**src/rtl/slot_pkg.sv**
```systemverilog
// Shared definitions for the three-reel slot machine: FSM encoding,
// reel strides, credit width and small arithmetic helpers.
package slot_pkg;

    typedef enum logic [2:0] {
        ST_IDLE  = 3'd0,
        ST_SPIN3 = 3'd1,
        ST_SPIN2 = 3'd2,
        ST_SPIN1 = 3'd3,
        ST_EVAL  = 3'd4,
        ST_SHOW  = 3'd5
    } state_t;

    // Per-reel step sizes; all are coprime to 9 so every symbol is reachable.
    localparam logic [3:0] STRIDE0 = 4'd1;
    localparam logic [3:0] STRIDE1 = 4'd2;
    localparam logic [3:0] STRIDE2 = 4'd4;

    localparam int CRED_W = 7;

    // Advance a reel by its stride and wrap with a single compare/subtract.
    function automatic logic [3:0] reel_step(input logic [3:0] cur,
                                             input logic [3:0] stride,
                                             input logic [3:0] num_sym);
        logic [3:0] sum;
        sum = cur + stride;
        if (sum >= num_sym) begin
            return sum - num_sym;
        end else begin
            return sum;
        end
    endfunction

    // Credit add that clamps at the display ceiling.
    function automatic logic [CRED_W-1:0] cred_sat_add(input logic [CRED_W-1:0] cur,
                                                       input logic [CRED_W-1:0] add,
                                                       input logic [CRED_W-1:0] ceil);
        logic [CRED_W:0] sum;
        sum = {1'b0, cur} + {1'b0, add};
        if (sum > {1'b0, ceil}) begin
            return ceil;
        end else begin
            return sum[CRED_W-1:0];
        end
    endfunction

    // Split a 0..99 binary value into {tens, ones} BCD digits.
    function automatic logic [7:0] bcd_split(input logic [CRED_W-1:0] bin);
        logic [CRED_W-1:0] rem;
        logic [3:0]        tens;
        rem  = bin;
        tens = 4'd0;
        for (int i = 0; i < 9; i++) begin
            if (rem >= 7'd10) begin
                rem  = rem - 7'd10;
                tens = tens + 4'd1;
            end else begin
                rem  = rem;
            end
        end
        return {tens, rem[3:0]};
    endfunction

endpackage

```
**src/rtl/slot_tick_gen.sv**
```systemverilog
// Free-running divider producing a one-cycle reel step tick every
// TICK_DIV clock cycles; the tick is high while the counter sits at its
// last value.
module slot_tick_gen #(
    parameter int TICK_DIV = 2_500_000
) (
    input  logic clk,
    input  logic rst,
    output logic tick
);

    localparam int                CNT_W    = $clog2(TICK_DIV);
    localparam logic [CNT_W-1:0] CNT_LAST = CNT_W'(TICK_DIV - 1);
    localparam logic [CNT_W-1:0] CNT_ONE  = CNT_W'(1);

    logic [CNT_W-1:0] cnt_r;

    // Divider counter: wraps to zero after reaching its last value.
    always_ff @(posedge clk) begin
        if (rst) begin
            cnt_r <= '0;
        end else if (cnt_r == CNT_LAST) begin
            cnt_r <= '0;
        end else begin
            cnt_r <= cnt_r + CNT_ONE;
        end
    end

    assign tick = (cnt_r == CNT_LAST);

endmodule

```
**src/rtl/slot_reel_controller.sv**
```systemverilog
// Three-reel slot machine sequencer: spins the reels, freezes them on
// stop presses, scores the result and keeps the credit balance. Reel codes
// and BCD credit digits feed the seven-segment decoders directly.
module slot_reel_controller
    import slot_pkg::*;
#(
    parameter int TICK_DIV   = 2_500_000,
    parameter int NUM_SYM    = 9,
    parameter int START_CRED = 10,
    parameter int MAX_CRED   = 99,
    parameter int BET        = 1,
    parameter int PAY3       = 10,
    parameter int PAY2       = 2,
    parameter int SHOW_TICKS = 40
) (
    input  logic              clk,
    input  logic              rst,
    input  logic              start,
    input  logic              stop,
    output logic [3:0]        reel0,
    output logic [3:0]        reel1,
    output logic [3:0]        reel2,
    output logic [3:0]        cred_tens,
    output logic [3:0]        cred_ones,
    output logic [CRED_W-1:0] credits,
    output logic              spinning,
    output logic              win2,
    output logic              win3,
    output logic              game_over
);

    localparam logic [3:0]        NSYM    = 4'(NUM_SYM);
    localparam logic [CRED_W-1:0] START_C = CRED_W'(START_CRED);
    localparam logic [CRED_W-1:0] MAX_C   = CRED_W'(MAX_CRED);
    localparam logic [CRED_W-1:0] BET_C   = CRED_W'(BET);
    localparam logic [CRED_W-1:0] PAY3_C  = CRED_W'(PAY3);
    localparam logic [CRED_W-1:0] PAY2_C  = CRED_W'(PAY2);
    localparam logic              GO_RST  = (START_C < BET_C) ? 1'b1 : 1'b0;

    // Show counter runs 0..SHOW_TICKS-1; the tick at the last value ends SHOW.
    localparam int               SHOW_W    = (SHOW_TICKS > 1) ? $clog2(SHOW_TICKS) : 1;
    localparam logic [SHOW_W-1:0] SHOW_LAST = SHOW_W'(SHOW_TICKS - 1);
    localparam logic [SHOW_W-1:0] SHOW_ONE  = SHOW_W'(1);

    state_t             state_r;
    state_t             state_nxt;
    logic [3:0]         reel0_r, reel1_r, reel2_r;
    logic [3:0]         reel0_nxt, reel1_nxt, reel2_nxt;
    logic [CRED_W-1:0]  credits_r, credits_nxt;
    logic               win2_r, win3_r, win2_nxt, win3_nxt;
    logic [SHOW_W-1:0]  show_cnt_r, show_cnt_nxt;
    logic               spinning_r, spinning_nxt;
    logic               game_over_r, game_over_nxt;

    logic               tick_s;
    logic               show_done_s;
    logic               can_bet_s;
    logic               match3_s, match2_s;
    logic [3:0]         step0_s, step1_s, step2_s;

    slot_tick_gen #(
        .TICK_DIV (TICK_DIV)
    ) u_tick (
        .clk  (clk),
        .rst  (rst),
        .tick (tick_s)
    );

    assign step0_s     = reel_step(reel0_r, STRIDE0, NSYM);
    assign step1_s     = reel_step(reel1_r, STRIDE1, NSYM);
    assign step2_s     = reel_step(reel2_r, STRIDE2, NSYM);
    assign can_bet_s   = (credits_r >= BET_C);
    assign show_done_s = tick_s && (show_cnt_r == SHOW_LAST);
    assign match3_s    = (reel0_r == reel1_r) && (reel1_r == reel2_r);
    assign match2_s    = !match3_s && ((reel0_r == reel1_r) ||
                                       (reel1_r == reel2_r) ||
                                       (reel0_r == reel2_r));

    // State, reel, credit and flag registers; every visible output is a flop.
    always_ff @(posedge clk) begin
        if (rst) begin
            state_r     <= ST_IDLE;
            reel0_r     <= 4'd0;
            reel1_r     <= 4'd0;
            reel2_r     <= 4'd0;
            credits_r   <= START_C;
            win2_r      <= 1'b0;
            win3_r      <= 1'b0;
            show_cnt_r  <= '0;
            spinning_r  <= 1'b0;
            game_over_r <= GO_RST;
        end else begin
            state_r     <= state_nxt;
            reel0_r     <= reel0_nxt;
            reel1_r     <= reel1_nxt;
            reel2_r     <= reel2_nxt;
            credits_r   <= credits_nxt;
            win2_r      <= win2_nxt;
            win3_r      <= win3_nxt;
            show_cnt_r  <= show_cnt_nxt;
            spinning_r  <= spinning_nxt;
            game_over_r <= game_over_nxt;
        end
    end

    // Next-state logic: start only acts in IDLE, stop only in the spin states.
    always_comb begin
        state_nxt = state_r;
        case (state_r)
            ST_IDLE: begin
                if (start && can_bet_s) begin
                    state_nxt = ST_SPIN3;
                end else begin
                    state_nxt = ST_IDLE;
                end
            end
            ST_SPIN3: begin
                if (stop) begin
                    state_nxt = ST_SPIN2;
                end else begin
                    state_nxt = ST_SPIN3;
                end
            end
            ST_SPIN2: begin
                if (stop) begin
                    state_nxt = ST_SPIN1;
                end else begin
                    state_nxt = ST_SPIN2;
                end
            end
            ST_SPIN1: begin
                if (stop) begin
                    state_nxt = ST_EVAL;
                end else begin
                    state_nxt = ST_SPIN1;
                end
            end
            ST_EVAL: begin
                state_nxt = ST_SHOW;
            end
            ST_SHOW: begin
                if (show_done_s) begin
                    state_nxt = ST_IDLE;
                end else begin
                    state_nxt = ST_SHOW;
                end
            end
            default: begin
                state_nxt = ST_IDLE;
            end
        endcase
    end

    // Datapath next values: reel stepping with freeze-on-stop, bet, payout, show timer.
    always_comb begin
        reel0_nxt    = reel0_r;
        reel1_nxt    = reel1_r;
        reel2_nxt    = reel2_r;
        credits_nxt  = credits_r;
        win2_nxt     = win2_r;
        win3_nxt     = win3_r;
        show_cnt_nxt = show_cnt_r;
        case (state_r)
            ST_IDLE: begin
                if (start && can_bet_s) begin
                    credits_nxt = credits_r - BET_C;
                end else begin
                    credits_nxt = credits_r;
                end
            end
            ST_SPIN3: begin
                if (tick_s) begin
                    // A stop on the tick cycle keeps the pre-tick symbol.
                    reel0_nxt = stop ? reel0_r : step0_s;
                    reel1_nxt = step1_s;
                    reel2_nxt = step2_s;
                end else begin
                    reel0_nxt = reel0_r;
                end
            end
            ST_SPIN2: begin
                if (tick_s) begin
                    reel1_nxt = stop ? reel1_r : step1_s;
                    reel2_nxt = step2_s;
                end else begin
                    reel1_nxt = reel1_r;
                end
            end
            ST_SPIN1: begin
                if (tick_s) begin
                    reel2_nxt = stop ? reel2_r : step2_s;
                end else begin
                    reel2_nxt = reel2_r;
                end
            end
            ST_EVAL: begin
                win3_nxt     = match3_s;
                win2_nxt     = match2_s;
                show_cnt_nxt = '0;
                if (match3_s) begin
                    credits_nxt = cred_sat_add(credits_r, PAY3_C, MAX_C);
                end else if (match2_s) begin
                    credits_nxt = cred_sat_add(credits_r, PAY2_C, MAX_C);
                end else begin
                    credits_nxt = credits_r;
                end
            end
            ST_SHOW: begin
                if (show_done_s) begin
                    show_cnt_nxt = '0;
                    win2_nxt     = 1'b0;
                    win3_nxt     = 1'b0;
                end else if (tick_s) begin
                    show_cnt_nxt = show_cnt_r + SHOW_ONE;
                end else begin
                    show_cnt_nxt = show_cnt_r;
                end
            end
            default: begin
                credits_nxt = credits_r;
            end
        endcase
    end

    assign spinning_nxt  = (state_nxt == ST_SPIN3) || (state_nxt == ST_SPIN2) ||
                           (state_nxt == ST_SPIN1);
    assign game_over_nxt = (state_nxt == ST_IDLE) && (credits_nxt < BET_C);

    assign reel0     = reel0_r;
    assign reel1     = reel1_r;
    assign reel2     = reel2_r;
    assign credits   = credits_r;
    assign win2      = win2_r;
    assign win3      = win3_r;
    assign spinning  = spinning_r;
    assign game_over = game_over_r;
    assign {cred_tens, cred_ones} = bcd_split(credits_r);

endmodule

```
**config.mk**
```make
export PLATFORM = sky130hd
export DESIGN_NAME = slot_reel_controller
export DESIGN_NICKNAME = d
export VERILOG_FILES = /design/src/rtl/slot_pkg.sv /design/src/rtl/slot_tick_gen.sv /design/src/rtl/slot_reel_controller.sv
export SDC_FILE = /design/constraint.sdc
export NUM_CORES = 1
export LEC_CHECK = 0
export BUFFER_PORTS_ARGS = -buffer_cell sky130_fd_sc_hd__clkbuf_2
export CELL_PAD_IN_SITES_DETAIL_PLACEMENT = 0
export CELL_PAD_IN_SITES_GLOBAL_PLACEMENT = 1
export CORE_MARGIN = 3
export CORE_UTILIZATION = 50
export CTS_CLUSTER_DIAMETER = 120
export DETAILED_ROUTE_END_ITERATION = 10
export GPL_ROUTABILITY_DRIVEN = 0
export PLACE_DENSITY_LB_ADDON = 0.1
export REMOVE_ABC_BUFFERS = 1
export SYNTH_ARGS = -nofsm -noshare
export SYNTH_HDL_FRONTEND = slang
export SYNTH_HIERARCHICAL = 1
export SYNTH_SLANG_ARGS = --single-unit
```
**constraint.sdc**
```tcl
create_clock -name clk -period 26.6 [get_ports clk]
set_input_delay 0 -clock clk [delete_from_list [all_inputs] [get_ports clk]]
set_output_delay 0 -clock clk [all_outputs]
set_load 0.005 [all_outputs]
```
==> run summary <==
1st-iter DRT viols: 325
Fin Hold WS: 0.159 ns
CP max stage cell: dfxtp_1
Slew @ Worst Pin: 0.948 ns
Type of the worst min-delay path: in -> reg
Drt via density: 5.98
Overflow after GRT: 0
GRT Overall Usage: 0.213
DR pass1 iterations: 5
Die width: 114 um
Root Driver: clkbuf_16
CP arrival: 12.77 ns
Register area share after synthesis: 0.186
H-tree lvl count: 2
Final Setup Violations: 0
Post-synth EDFFs: 0
Final ANT Viol Nets: 0
Share of layout cells above drive strength 1: 0.110
Top FF cell, synth: dfxtp_1
Post-CTS resize count: 0
Most frequent cells in the layout: 87 x nor2_1, 74 x nand2_1, 54 x dfxtp_1
Area Growth Syn to Fin: 6.00%
WL final: 13.7 mm
Die height: 114 um
Worst setup EP type: output port
Initial antenna violation count: 0
Post-route setup TNS: 0 ns
# diodes: 0
Synthesized flop and latch total: 54
# clock sinks: 54
Synth cell types: 91
Yosys warning count: 6
DR WL/cell: 14.7 um
CTS clk-pin slew, worst paths: 0.07 ns
Top cell by count, worst path: ha_1
Mean post-synth cell area: 7.40 sq um
Maximum clock frequency: 78.3 MHz
Number of I/O pins: 35
Final instance area: 6170 sq um
Nets: 831
Critical Setup Path Class: reg -> out
Met2 GRT Util: 0.334
Tmin final: 12.77 ns
CTS Hold Bufs: 0
Area leader, netlist: dfxtp_1
Post-CTS setup buffers: 0
Clk_lat worst skew: 0.29 ns
Unrepaired setup endpoints after global routing: no
Die area: 13000 sq um
Final Max Slew Viols: 0
CTS tree: done
Synthesized instance count: 786
Dpl hpwl: 10.5 mm
Crit-path max cell delay: 0.48 ns
Global-route wire length before repair: 23.8 mm
Status: complete, no violations
Via count: 5586
CTS Buf Count: 5
Vias in the first global route: 5075
Post-synth top area share: 0.186
Port Buffers: 34
Row count: 38
Core Area: 11100 sq um
Final Hold Fails: 0
Ys async rst share: 0
Max cap viols: 0
Crit Path Max Fanout: 14
GR peak layer: met2
Slew margin rel.: 0.368
Clock Skews: 0.00674 ns
Most common cell after layout, fill and taps aside: nor2_1
Post-DP Area: 6020 sq um
Met1 Track Usage GR: 0.318
Tcrit/Tclk final: 0.480
Drt drc: 0
Worst EP required: 26.60 ns
Largest net degree at the start of global routing: 30
CP Launch Type: flop
Initial Util: 0.523
Grt met3 use: 0.0260
Mapped cell area: 5820 sq um
CTS Buffer Depth: 2
Area contributors post-synth: dfxtp_1 19%, ha_1 7.3%, nor2_1 5.6%
## final cells by class
class                           count  area (sq um)
Clock buffer                        7           143
Clock inverter                      1          5.00
Fill cell                        1098          4960
Inverter                           36           135
Multi-Input combinational cell    661          4450
Sequential cell                    54          1080
Tap cell                          140           175
Timing Repair Buffer               35           178
## kinds of logic after synthesis
logic type,count (synthesis),synth area share
xor+xnor,67,0.101
buf+inv,71,0.0499
flops,54,0.186
compound gates,194,0.237
fa+ha+maj,35,0.0748
mux,25,0.0503
simple gates,340,0.302
## per-layer routing
layer,share of wire,up-vias
li1,-,2870
met1,0.53,2596
met2,0.43,112
met3,0.036,8
met4,0.0055,0
met5,0,-
## critical path: cells and delay by family (launching register included)
family | cells | cell delay [ns]
AO/OA/AOI/OAI | 15 | 4.24
multiplexers | 5 | 1.33
XOR/XNOR | 2 | 0.66
AND/OR/NAND/NOR | 17 | 2.93
adder cells (fa/ha/maj) | 9 | 1.99
flip-flops | 1 | 0.48
buffers and inverters | 9 | 0.83
## stage by stage
step | std cells | util | worst slack [ns]
final | 934 | 0.554 | 13.83
after global routing | 934 | 0.554 | 12.55
after CTS | 934 | 0.554 | 13.86
after global placement | 926 | 0.541 | 14.74
after floorplan | 751 | - | 15.83
after detailed placement | 926 | 0.541 | 14.23
## path summary, 6_finish.rpt
kind	startpoint	to	slack (ns)	cells past startpoint
setup / recovery	credits[1]$_SDFF_PP1_	cred_tens[1]	13.83	57
hold / removal	stop	state_r[1]$_SDFF_PP0_	0.16	4
setup reg to reg	credits[1]$_SDFF_PP1_	game_over$_SDFF_PP0_	22.91	12
hold reg to reg	u_tick/cnt_r[21]$_SDFF_PP0_	u_tick/cnt_r[21]$_SDFF_PP0_	0.49	2
## synth_stat cells, types with 3 or more instances
master / n
o2111ai_1: 3
o22ai_1: 4
and3_1: 5
mux2_2: 10
nand4b_1: 3
mux2i_1: 10
buf_2: 7
xnor2_1: 35
o31ai_1: 5
nor2b_1: 15
o21bai_1: 3
dfxtp_1: 54
o21ai_0: 31
o21ai_1: 4
nor4b_1: 4
or3_1: 14
a311oi_1: 4
nor4_1: 11
a31oi_1: 8
xor2_1: 32
ha_1: 34
or2_2: 5
clkbuf_1: 24
nand2_1: 74
a22oi_1: 6
a221oi_1: 3
nand2b_1: 15
a32oi_1: 3
o21a_1: 6
a21o_1: 5
nand3_1: 32
a211oi_1: 8
nor2_1: 87
and2_1: 13
nand4_1: 13
or4_1: 6
o211ai_1: 6
a21oi_1: 52
inv_1: 34
o31a_1: 4
a21oi_2: 3
nor3_1: 24
## state kept, by name, summed over array words and instances, names as in the netlist, 3 cells and up
register      count
reel2             4
credits           7
reel1             4
u_tick/cnt_r     22
reel0             4
show_cnt_r        6
state_r           3
Power is left out: the tool's default activity adds up to more than one toggle a clock period on the data nets, which glitch-free logic cannot reach.
